==> config.mk <==
export PLATFORM = sky130hd
export DESIGN_NAME = multicycle_control
export DESIGN_NICKNAME = d
export VERILOG_FILES = /design/src/rtl/multicycle_control.sv
export SDC_FILE = /design/constraint.sdc
export NUM_CORES = 1
export LEC_CHECK = 0
export CAP_MARGIN = 20
export CORE_MARGIN = 2
export CORE_UTILIZATION = 42
export CTS_CLUSTER_SIZE = 12
export DETAILED_ROUTE_END_ITERATION = 12
export GPL_ROUTABILITY_DRIVEN = 0
export GPL_TIMING_DRIVEN = 1
export HOLD_SLACK_MARGIN = 0.12
export PLACE_DENSITY = 0.75
export REMOVE_ABC_BUFFERS = 1
export SYNTH_ARGS = -nofsm -noshare
export SYNTH_HDL_FRONTEND = slang
export SYNTH_SLANG_ARGS = --single-unit
==> constraint.sdc <==
create_clock -name clk_i -period 1.51 [get_ports clk_i]
set_input_delay 0.302 -clock clk_i [delete_from_list [all_inputs] [get_ports clk_i]]
set_output_delay 0.302 -clock clk_i [all_outputs]
set_load 0.01 [all_outputs]
==> src/rtl/multicycle_control.sv <==
// Multicycle instruction sequencer (IDLE/FETCH/DECODE/EXEC/MEM/WB/ERR) with ack timeouts.
// Define MULTICYCLE_CTRL_SUBWORD_EN to also accept lb/lh/sb/sh alongside lw/sw.
module multicycle_control #(
    parameter int OP_W = 6,
    parameter int TO_W = 4
) (
    input  logic            clk_i,
    input  logic            rst_i,
    input  logic            start_i,
    input  logic [OP_W-1:0] op_i,
    input  logic            stall_i,
    input  logic            imem_ack_i,
    input  logic            dmem_ack_i,
    output logic [2:0]      state_o,
    output logic            pc_write_o,
    output logic            ir_write_o,
    output logic            jump_o,
    output logic            branch_o,
    output logic            reg_write_o,
    output logic            mem_to_reg_o,
    output logic            alu_src_o,
    output logic            reg_dst_o,
    output logic [1:0]      mem_read_o,
    output logic [1:0]      mem_write_o,
    output logic [1:0]      alu_op_o,
    output logic            err_o
);

    typedef enum logic [2:0] {
        S_IDLE   = 3'd0,
        S_FETCH  = 3'd1,
        S_DECODE = 3'd2,
        S_EXEC   = 3'd3,
        S_MEM    = 3'd4,
        S_WB     = 3'd5,
        S_ERR    = 3'd6
    } state_e;

    localparam logic [OP_W-1:0] OP_R    = OP_W'(6'b000000);
    localparam logic [OP_W-1:0] OP_ADDI = OP_W'(6'b001000);
    localparam logic [OP_W-1:0] OP_LW   = OP_W'(6'b100011);
    localparam logic [OP_W-1:0] OP_SW   = OP_W'(6'b101011);
    localparam logic [OP_W-1:0] OP_BEQ  = OP_W'(6'b000100);
    localparam logic [OP_W-1:0] OP_J    = OP_W'(6'b000010);
`ifdef MULTICYCLE_CTRL_SUBWORD_EN
    localparam logic [OP_W-1:0] OP_LB   = OP_W'(6'b100000);
    localparam logic [OP_W-1:0] OP_LH   = OP_W'(6'b100001);
    localparam logic [OP_W-1:0] OP_SB   = OP_W'(6'b101000);
    localparam logic [OP_W-1:0] OP_SH   = OP_W'(6'b101001);
`endif
    localparam logic [TO_W-1:0] TO_MAX  = '1;

    state_e          state_q, state_d;
    logic [OP_W-1:0] op_q, op_d;
    logic [TO_W-1:0] cnt_q, cnt_d, cnt_inc;

    // Access code doubles as the load/store class: nonzero means memory op.
    function automatic logic [1:0] ld_code(input logic [OP_W-1:0] op);
        ld_code = 2'd0;
        if (op == OP_LW) ld_code = 2'd3;
`ifdef MULTICYCLE_CTRL_SUBWORD_EN
        if (op == OP_LB) ld_code = 2'd1;
        if (op == OP_LH) ld_code = 2'd2;
`endif
    endfunction

    function automatic logic [1:0] st_code(input logic [OP_W-1:0] op);
        st_code = 2'd0;
        if (op == OP_SW) st_code = 2'd3;
`ifdef MULTICYCLE_CTRL_SUBWORD_EN
        if (op == OP_SB) st_code = 2'd1;
        if (op == OP_SH) st_code = 2'd2;
`endif
    endfunction

    logic       is_r, is_addi, is_beq, is_j, is_ld, is_st, is_mem, op_i_legal;
    logic [1:0] ld_c, st_c, alu_op_v;

    assign ld_c     = ld_code(op_q);
    assign st_c     = st_code(op_q);
    assign is_r     = (op_q == OP_R);
    assign is_addi  = (op_q == OP_ADDI);
    assign is_beq   = (op_q == OP_BEQ);
    assign is_j     = (op_q == OP_J);
    assign is_ld    = (ld_c != 2'd0);
    assign is_st    = (st_c != 2'd0);
    assign is_mem   = is_ld | is_st;
    assign alu_op_v = is_r ? 2'd1 : is_addi ? 2'd2 : is_mem ? 2'd3 : 2'd0;

    assign op_i_legal = (op_i == OP_R) | (op_i == OP_ADDI) | (op_i == OP_BEQ) |
                        (op_i == OP_J) | (ld_code(op_i) != 2'd0) | (st_code(op_i) != 2'd0);

    // Saturating wait count; reaching TO_MAX without an ack is the timeout.
    assign cnt_inc = (cnt_q == TO_MAX) ? cnt_q : cnt_q + TO_W'(1);

    always_ff @(posedge clk_i or negedge rst_i) begin
        if (!rst_i) begin
            state_q <= S_IDLE;
            op_q    <= '0;
            cnt_q   <= '0;
        end else begin
            state_q <= state_d;
            op_q    <= op_d;
            cnt_q   <= cnt_d;
        end
    end

    always_comb begin
        state_d      = state_q;
        op_d         = op_q;
        cnt_d        = cnt_q;
        pc_write_o   = 1'b0;
        ir_write_o   = 1'b0;
        jump_o       = 1'b0;
        branch_o     = 1'b0;
        reg_write_o  = 1'b0;
        mem_to_reg_o = 1'b0;
        alu_src_o    = 1'b0;
        reg_dst_o    = 1'b0;
        mem_read_o   = 2'd0;
        mem_write_o  = 2'd0;
        alu_op_o     = 2'd0;
        err_o        = 1'b0;

        case (state_q)
            S_IDLE: begin
                if (start_i) begin
                    state_d = S_FETCH;
                    cnt_d   = '0;
                end
            end
            S_FETCH: begin
                // IR/PC strobes fire only in the cycle the fetch completes.
                ir_write_o = imem_ack_i;
                pc_write_o = imem_ack_i;
                if (imem_ack_i) begin
                    state_d = S_DECODE;
                end else begin
                    cnt_d = cnt_inc;
                    if (cnt_inc == TO_MAX) state_d = S_ERR;
                end
            end
            S_DECODE: begin
                if (!stall_i) begin
                    op_d    = op_i;
                    state_d = op_i_legal ? S_EXEC : S_ERR;
                end
            end
            S_EXEC: begin
                alu_op_o  = alu_op_v;
                alu_src_o = is_addi | is_mem;
                reg_dst_o = is_r;
                branch_o  = is_beq;
                jump_o    = is_j;
                pc_write_o = is_beq | is_j;
                if (is_r | is_addi) begin
                    state_d = S_WB;
                end else if (is_mem) begin
                    state_d = S_MEM;
                    cnt_d   = '0;
                end else begin
                    state_d = S_FETCH;
                    cnt_d   = '0;
                end
            end
            S_MEM: begin
                alu_op_o    = alu_op_v;
                alu_src_o   = 1'b1;
                mem_read_o  = ld_c;
                mem_write_o = st_c;
                if (dmem_ack_i) begin
                    state_d = is_ld ? S_WB : S_FETCH;
                    cnt_d   = '0;
                end else begin
                    cnt_d = cnt_inc;
                    if (cnt_inc == TO_MAX) state_d = S_ERR;
                end
            end
            S_WB: begin
                alu_op_o     = alu_op_v;
                alu_src_o    = is_addi | is_mem;
                reg_dst_o    = is_r;
                reg_write_o  = 1'b1;
                mem_to_reg_o = is_ld;
                state_d      = S_FETCH;
                cnt_d        = '0;
            end
            S_ERR: begin
                err_o = 1'b1;
            end
            default: begin
                state_d = S_IDLE;
            end
        endcase
    end

    assign state_o = state_q;

endmodule

==> flow_summary_export.csv, run 1 <==
group,metric,value,unit
run_status,outcome,"finished, violations left",
run_status,violations,"negative setup slack",
power,power_frac_comb,0.789,
floorplan,ios,30,
route,drc_errors,0,
timing,max_freq,459,MHz
route,firstDrtPassIters,5,
synth,yosysSeqAreaShare,0.311,
worst_setup_path,max_stage_delay,560,ps
place,placed_area,1610,um^2
route,drt_iter0_drc,64,
synth,yosys_warnings,0,
route,ant_nets,0,
worst_hold_path,hold_class,"input port to async pin",
clock_tree,clkLatencyLatePin,310,ps
floorplan,num_rows,18,
power,power.leakage,0.00100,uW
clock_tree,cts_tree,"built",
worst_setup_path,critical_path_class,"flop to output pin",
power,power_density,2130,nW/um^2
clock_tree,root_buffer,"clkbuf_4",
worst_setup_path,required,1210,ps
timing,slew_violations,0,
synth,yosys.area.top_type,"dfrtp_1",
timing,finClkSkew,0.845,ps
clock_tree,ctsHoldBuffers,0,
synth,syn_avg_cell_area,9.03,um^2
grt,grt_pass1_vias,1394,
synth,syn_inst,116,
floorplan,core_area,2410,um^2
worst_setup_path,cp-startpoint,"state_o[2]",
route,avgRoutedWirePerCell,25.2,um
worst_setup_path,path_cells,"nand3b_4, or4b_4, o21bai_1, buf_2",
power,clockPowerShare,0.053,
synth,synth-main-ff-cell,"dfrtp_1",
clock_tree,htree_num_levels,1,
cells_and_area,area_delta_synth_final,114,%
place,hpwl,2260,um
power,swShare,0.455,
route,vias_per_cell,6.55,
route,num_vias,1540,
synth,synth_cell_type_count,45,
grt,grt_start_max_net_pins,14,
synth,ys_async_sr_fraction,1.00,
worst_setup_path,cp-start-kind,"flop",
worst_setup_path,worstPathMaxFanout,2,
timing,rsz0062_at_grt,"yes",
place,portBuffers,29,
route,routed_wl,5910,um
timing,hold_violations,0,
grt,antenna_found_initial,0,
timing,min_period,2180,ps
synth,netlist_area,1050,um^2
synth,synth_edf_count,0,
worst_setup_path,crit_slowest_cell,"or4b_4",
worst_setup_path,reg2reg_from,"state_o[0]",
cells_and_area,n_antenna_cell,0,
clock_tree,cts_buffers,3,
timing,max-slew-margin-rel,0.664,
floorplan,fp.dieArea,2910,um^2
grt,grt.overflow.total,0,
floorplan,initial_core_util,0.435,
run,maxCapViolCount,0,
cells_and_area,drive_gt1_frac,0.712,
clock_tree,clkSlewWorstSetupHoldPaths,100,ps
timing,final-setup-viol-count,29,
power,switchingPower,2180,uW
synth,synth_top_area_frac,0.311,
power,ir_worst_vdd,0.00174,V
timing,fin_crit_sh,1.44,
worst_setup_path,critical_path.top_delay_family,"simple AND/OR/NAND/NOR gates",
grt,grt_pass1_wl,7400,um
worst_setup_path,cp.arrival,1880,ps
cells_and_area,nNetsFinal,219,
synth,ys_seq_elements,13,
power,seq_power_share,0.158,
floorplan,die_width,53.9,um
worst_setup_path,endpoint_kind,"output pin",
power,internal_power,2600,uW
cells_and_area,design_area,2240,um^2
grt,track_usage,0.374,
floorplan,die_y,53.9,um
timing,finalSetupTns,-9520,ps
clock_tree,clock_path_buffers,2,
synth,synth_area_leaders,"dfrtp_1 31%, mux2_2 6.5%, and3_1 3.6%",
clock_tree,cts.sinks,13,
worst_setup_path,crit_buf_inv,1,
timing,worst_slack,-670,ps
timing,tightestPinTransition,504,ps
[registers in the layout (all words and copies together), names as in the netlist]
signal / flops
cnt_q: 4
state_o: 3
op_q: 6
[kinds of logic (layout without fill, tap and decap cells)]
kind of cell | after synthesis | in the layout | share of synthesized area
AO/OA/AOI/OAI | 28 | 28 | 0.204
buffers and inverters | 13 | 102 | 0.0573
adder cells (fa/ha/maj) | 1 | 1 | 0.0119
XOR/XNOR | 3 | 3 | 0.0251
flip-flops | 13 | 13 | 0.311
multiplexers | 6 | 6 | 0.0645
AND/OR/NAND/NOR | 52 | 52 | 0.326
[power groups by stage]
stage | Combinational [uW] | Clock, uW | Sequential (uW)
6_report | 3770 | 256 | 755
5_1_grt | 3860 | 266 | 763
4_1_cts | 3040 | 235 | 682
3_5_place_dp | 1890 | 0 | 648
3_3_place_gp | 1880 | 0 | 637
2_1_floorplan | 852 | 0 | 778
[Yosys cell counts (all sizes together), types with 4 or more instances]
master / n
mux2: 6
o21ai: 5
nor2: 9
buf: 5
inv: 6
and3: 6
nor3: 4
nand2: 5
a31oi: 4
dfrtp: 13
[final timing paths]
check / end / slack (ps) / depth (start not counted)
hold / removal: cnt_q[3] / 300 / 2
min in group clk_i: op_q[3] / 300 / 3
setup reg to reg: cnt_q[1] / -370 / 6
hold reg to reg: op_q[4] / 630 / 1
setup / recovery: pc_write_o / -670 / 4
max in group asynchronous: op_q[1] / 1000 / 2
[final cells by class]
| class | instances | area [um^2] |
|---|---|---|
| Clock buffer | 4 | 26.3 |
| Fill cell | 80 | 166 |
| Inverter | 6 | 25.0 |
| Multi-Input combinational cell | 90 | 1030 |
| Sequential cell | 13 | 330 |
| Tap cell | 30 | 37.5 |
| Timing Repair Buffer | 92 | 791 |
[routing by layer]
layer  vias to the layer above  GRT usage  routed length [um]
li1                        622          -                   -
met1                       744      0.460                2140
met2                       138      0.618                2870
met3                        36     0.0694                 565
met4                         0      0.197                 337
met5                         -          0                   0
[worst reg2reg max path, delay by kind of cell (launching register included)]
kind	cells	cell delay, ps
buffers and inverters	2	320
DFF	1	460
and+or+nand+nor	1	430
AOI/OAI and AO/OA	3	630
[through the flow]
| step | hold WS [ps] | utilization | instances | setup slack (ps) | total power, uW |
|---|---|---|---|---|---|
| 4_1_cts | 307 | 0.863 | 230 | -470 | 3950 |
| 5_1_grt | 314 | 0.931 | 235 | -697 | 4890 |
| 2_1_floorplan | 6.41 | - | 109 | -430 | 1630 |
| 3_3_place_gp | 567 | 0.667 | 204 | -606 | 2520 |
| 3_5_place_dp | 581 | 0.667 | 204 | -611 | 2540 |
| 6_report | 304 | 0.931 | 235 | -670 | 4780 |
[layout by cell type (no fill, tap or decap), drive strengths merged, types with 2 or more instances in the layout]
cell type	netlist	layout
buf	5	81
dfrtp	13	13
clkdlybuf4s50	0	9
nor2	9	9
mux2	6	6
inv	6	6
and3	6	6
nand2	5	5
o21ai	5	5
nor3	4	4
clkbuf	2	4
a31oi	4	4
a21oi	3	3
xnor2	3	3
nor4b	3	3
nor3b	3	3
nor2b	3	3
nand2b	3	3
a2bb2oi	3	3
nand3	3	3
nand4b	2	2
nand4	2	2
o22ai	2	2
dlymetal6s2s	0	2
nand3b	2	2
o2111ai	2	2
[what timing repair did]
| item | 4_1_cts | 5_1_grt |
|---|---|---|
| endpoints found under the setup margin | 30 | 30 |
| pin swaps | 31 | 23 |
| gates resized for setup | 151 | 34 |
| gates cloned | 1 | 0 |
| buffers inserted | 22 | 11 |
Power figures use the tool's default switching activity.
==> run 2: changes to the inputs <==
--- a/config.mk
+++ b/config.mk
@@ -5,7 +5,6 @@
 export SDC_FILE = /design/constraint.sdc
 export NUM_CORES = 1
 export LEC_CHECK = 0
-export CAP_MARGIN = 20
 export CORE_MARGIN = 2
 export CORE_UTILIZATION = 42
 export CTS_CLUSTER_SIZE = 12
@@ -14,6 +13,7 @@
 export GPL_TIMING_DRIVEN = 1
 export HOLD_SLACK_MARGIN = 0.12
 export PLACE_DENSITY = 0.75
+export RECOVER_POWER = 50
 export REMOVE_ABC_BUFFERS = 1
 export SYNTH_ARGS = -nofsm -noshare
 export SYNTH_HDL_FRONTEND = slang
==> flow_summary_export.csv, run 2 (synthesis results as in run 1) <==
group,metric,value,unit
run_status,outcome,"finished, violations left",
run_status,violations,"negative setup slack",
cells_and_area,final_core_util,0.929,
clock_tree,htree_num_levels,1,
clock_tree,cts_tree,"built",
timing,finalSetupTns,-9480,ps
route,drc_errors,0,
route,avgRoutedWirePerCell,25.1,um
worst_setup_path,required,1210,ps
worst_setup_path,worstPathMaxFanout,2,
clock_tree,clock_path_buffers,2,
cells_and_area,top_register,"op_q",
grt,grt_start_max_net_pins,14,
clock_tree,clkLatencyLatePin,300,ps
timing,tightestPinTransition,861,ps
run,maxCapViolCount,0,
timing,holdWs,306,ps
route,firstDrtPassIters,4,
worst_setup_path,critical_path_class,"flop to output pin",
timing,slew_violations,0,
timing,fin_crit_sh,1.44,
cells_and_area,largest_reg_flops,6,
place,portBuffers,29,
floorplan,num_rows,18,
cells_and_area,nNetsFinal,219,
timing,worst_slack,-659,ps
route,vias_per_cell,6.53,
floorplan,die_width,53.9,um
route,routed_wl,5890,um
cells_and_area,drive_gt1_frac,0.707,
timing,finClkSkew,0.532,ps
place,placed_area,1610,um^2
power,ir_worst_vdd,0.00173,V
floorplan,die_y,53.9,um
grt,antenna_found_initial,0,
worst_setup_path,reg2reg_from,"state_o[0]",
timing,max-slew-margin-rel,0.426,
clock_tree,clkSlewWorstSetupHoldPaths,90,ps
grt,grt.overflow.total,0,
worst_hold_path,hold_class,"input port to flop",
clock_tree,cts.sinks,13,
floorplan,initial_core_util,0.435,
floorplan,core_area,2410,um^2
grt,grt_pass1_wl,7400,um
floorplan,fp.dieArea,2910,um^2
clock_tree,root_buffer,"clkbuf_4",
place,pre_cts_slack,-611,ps
cells_and_area,final_cell_mix,"43 x buf_4, 24 x buf_6, 12 x buf_2",
place,hpwl,2260,um
route,ant_nets,0,
timing,rsz0062_at_grt,"yes",
timing,min_period,2170,ps
timing,max_freq,461,MHz
route,num_vias,1534,
clock_tree,ctsHoldBuffers,0,
worst_hold_path,hold_path_depth,3,
grt,track_usage,0.374,
power,power.leakage,0.000998,uW
floorplan,ios,30,
grt,grt_pass1_vias,1394,
worst_setup_path,endpoint_kind,"output pin",
worst_setup_path,cp.arrival,1870,ps
cells_and_area,final_common_cell,"buf_4",
route,drt_iter0_drc,68,
worst_setup_path,rr_worst_depth,6,
clock_tree,cts_buffers,3,
worst_hold_path,hp-start,"op_i[3]",
timing,hold_violations,0,
cells_and_area,area_delta_synth_final,114,%
timing,final-setup-viol-count,29,
cells_and_area,n_antenna_cell,0,
cells_and_area,design_area,2240,um^2
worst_setup_path,cp-start-kind,"flop",
worst_setup_path,ff2ff_setup_slack,-370,ps
power,power_density,2130,nW/um^2
worst_setup_path,rr_endpoint,"cnt_q[1]",
worst_hold_path,hold_end,"op_q[3]",
run 2: cell count changes in the layout (fill, tap and decap cells not counted), sizes merged:
| cell | delta |
|---|---|
| clkdlybuf4s50 | -1 |
| buf | -1 |
| clkbuf | +1 |
| dlygate4sd3 | +1 |
run 2: where the power goes:
group	internal [uW]	total, uW	leakage (uW)	switching [uW]
Combinational	1990	3760	0.000824	1770
Sequential	511	753	0.000159	242
Clock	103	255	0.0000150	151
Total	2600	4770	0.000998	2170
run 2: layout make-up:
cell class | instances | area, um^2
clock buffer | 4 | 26.3
fill | 82 | 170
inverter | 6 | 25.0
multi-input combinational | 90 | 1030
sequential | 13 | 330
tap | 30 | 37.5
timing repair buffer | 92 | 787
run 2: per-stage QoR:
| stage | total power, uW | instances |
|---|---|---|
| 6_report | 4770 | 235 |
| 5_1_grt | 4890 | 235 |
| 4_1_cts | 3950 | 230 |
| 3_5_place_dp | 2540 | 204 |
| 3_3_place_gp | 2520 | 204 |
| 2_1_floorplan | 1630 | 109 |
run 2: timing repair:
action,4_1_cts,5_1_grt
cloned,1,0
setup buffers,22,11
setup endpoints to repair,30,30
gates resized for setup,151,34
pin swaps,31,23
run 2: worst max path at each step:
stage | from | end | slack (ps)
after floorplan | state_o[1] | branch_o | -430
after CTS | state_o[2] | branch_o | -470
after detailed placement | imem_ack_i | pc_write_o | -610
after global placement | imem_ack_i | pc_write_o | -610
final | state_o[2] | pc_write_o | -660
after global routing | state_o[2] | pc_write_o | -700
run 2: worst max-delay path, stage by stage, from the launching register on:
cell and delay [ps]:
dfrtp_1 420, nand3b_4 160, or4b_4 550, o21bai_1 250, buf_2 190
run 2: routing by layer:
metal,part of all wire,up-vias,GRT usage
met5,0,-,0
met4,0.067,0,0.197
met3,0.094,44,0.0694
met2,0.48,135,0.618
met1,0.36,733,0.460
li1,-,622,-
==> run 3: changes to the inputs <==
--- a/config.mk
+++ b/config.mk
@@ -10,7 +10,7 @@
 export CTS_CLUSTER_SIZE = 12
 export DETAILED_ROUTE_END_ITERATION = 12
 export GPL_ROUTABILITY_DRIVEN = 0
-export GPL_TIMING_DRIVEN = 1
+export GPL_TIMING_DRIVEN = 0
 export HOLD_SLACK_MARGIN = 0.12
 export PLACE_DENSITY = 0.75
 export RECOVER_POWER = 50
==> constraint.sdc (replaced) <==
create_clock -name clk_i -period 1.51 [get_ports clk_i]
set_input_delay 0.151 -clock clk_i [delete_from_list [all_inputs] [get_ports clk_i]]
set_output_delay 0.151 -clock clk_i [all_outputs]
set_load 0.01 [all_outputs]
==> flow_summary_export.csv, run 3 (synthesis results as in run 1) <==
group,metric,value,unit
clock_tree,clkSlewWorstSetupHoldPaths,90,ps
route,routed_wl,4440,um
place,portBuffers,29,
worst_hold_path,hold_class,"input port to flop",
timing,finClkSkew,7.63,ps
run_status,outcome,"finished, violations left",
grt,grt_pass1_vias,1293,
timing,max_freq,504,MHz
clock_tree,htree_num_levels,1,
place,hpwl,1990,um
place,dp.cells,168,
cells_and_area,nNetsFinal,191,
timing,rsz0062_at_grt,"yes",
worst_setup_path,critical_path_class,"flop to output pin",
worst_setup_path,crit_slowest_cell,"or4b_4",
worst_setup_path,cp.arrival,1830,ps
route,avgRoutedWirePerCell,21.5,um
power,ir_worst_vdd,0.00156,V
worst_setup_path,cp-start-kind,"flop",
timing,fin_crit_sh,1.31,
power,power_density,2150,nW/um^2
run,maxCapViolCount,0,
cells_and_area,drive_gt1_frac,0.633,
timing,max-slew-margin-rel,0.541,
timing,tightestPinTransition,686,ps
cells_and_area,top_register,"op_q",
route,num_vias,1291,
cells_and_area,seq_area,339,um^2
timing,finalSetupTns,-4950,ps
grt,grt_pass1_wl,6090,um
timing,slew_violations,0,
grt,track_usage,0.303,
cells_and_area,area_delta_synth_final,90.2,%
worst_setup_path,max_stage_delay,550,ps
cells_and_area,multiInputGateArea,972,um^2
timing,holdWs,304,ps
place,pre_cts_slack,-860,ps
grt,antenna_found_initial,0,
timing,min_period,1980,ps
cells_and_area,final_common_cell,"buf_4",
route,ant_nets,0,
floorplan,fp.dieArea,2910,um^2
timing,worst_slack,-473,ps
floorplan,initial_core_util,0.435,
floorplan,die_y,53.9,um
clock_tree,clock_path_buffers,2,
route,drc_errors,0,
cells_and_area,final_cell_mix,"18 x buf_4, 14 x buf_2, 12 x buf_6",
worst_setup_path,required,1360,ps
clock_tree,clkLatencyLatePin,290,ps
floorplan,num_rows,18,
worst_setup_path,path_cells,"nand3b_4, or4b_4, nor3b_2, buf_2",
worst_setup_path,critical_path.top_delay_family,"simple AND/OR/NAND/NOR gates",
timing,hold_violations,0,
route,vias_per_cell,6.24,
cells_and_area,layout.cells.non_filler,207,
floorplan,ios,30,
cells_and_area,largest_reg_flops,6,
route,firstDrtPassIters,4,
clock_tree,root_buffer,"clkbuf_4",
floorplan,core_area,2410,um^2
run_status,violations,"negative setup slack",
grt,grt.overflow.total,0,
cells_and_area,n_antenna_cell,0,
floorplan,die_width,53.9,um
clock_tree,cts.sinks,13,
power,power.leakage,0.000853,uW
grt,grt_start_max_net_pins,14,
clock_tree,cts_tree,"built",
worst_setup_path,crit_buf_inv,1,
worst_setup_path,endpoint_kind,"output pin",
clock_tree,cts_buffers,3,
worst_setup_path,worstPathMaxFanout,3,
route,drt_iter0_drc,25,
cells_and_area,fill_cells,127,
timing,final-setup-viol-count,25,
run 3: changes by cell type in the layout (fill, tap and decap cells not counted), sizes merged:
cell / before / now
clkdlybuf4s50: 8 / 9
dlygate4sd2: 0 / 3
clkbuf: 5 / 4
buf: 80 / 49
clkdlybuf4s15: 0 / 2
dlymetal6s2s: 2 / 0
run 3: report_power, final:
part / internal (uW) / leakage, uW / switching, uW
sequential: 528 / 0.000151 / 294
clock: 103 / 0.0000150 / 131
combinational: 1780 / 0.000687 / 1440
total: 2410 / 0.000853 / 1870
run 3: repair_timing:
action / CTS / global route
cloned: 1 / 0
hold buffers: 0 / 0
pin swaps: 21 / 16
gates resized for setup: 129 / 30
endpoints found under the setup margin: 30 / 28
setup buffers: 30 / 5
run 3: worst register-to-register path, delay by kind of cell (launching register included):
family,cells,cell delay (ps)
AOI/OAI and AO/OA,3,580
DFF,1,420
buffers and inverters,1,180
and+or+nand+nor,1,430
run 3: final cells by class:
type / count / area share
Multi-Input combinational cell: 90 / 0.488
Timing Repair Buffer: 64 / 0.297
Sequential cell: 13 / 0.170
Tap cell: 30 / 0.0188
Clock buffer: 4 / 0.0132
Inverter: 6 / 0.0126
run 3: path summary, 6_finish.rpt:
kind	from	to	slack (ps)	depth (start not counted)
worst max-delay path	state_o[2]	branch_o	-470	4
worst min register to register	cnt_q[1]	cnt_q[1]	630	1
min in group asynchronous	rst_i	state_o[2]	340	1
max in group asynchronous	rst_i	cnt_q[0]	690	1
worst max register to register	state_o[2]	cnt_q[2]	-180	5
worst min-delay path	op_i[0]	op_q[0]	300	2
run 3: routing by layer:
| layer | vias up | wire length (um) | GRT usage |
|---|---|---|---|
| met5 | - | 0 | 0 |
| met1 | 659 | 1760 | 0.333 |
| met3 | 21 | 189 | 0.0472 |
| li1 | 565 | - | - |
| met4 | 0 | 179 | 0.171 |
| met2 | 46 | 2320 | 0.547 |
run 3: per-stage QoR:
stage          total power [uW]  instance area (um^2)  utilization
6_report                   4280                  1990        0.827
5_1_grt                    4430                  1990        0.827
4_1_cts                    3620                  1830        0.761
3_5_place_dp               2070                  1340        0.555
3_3_place_gp               2040                  1340        0.555
2_1_floorplan              1630                  1010            -
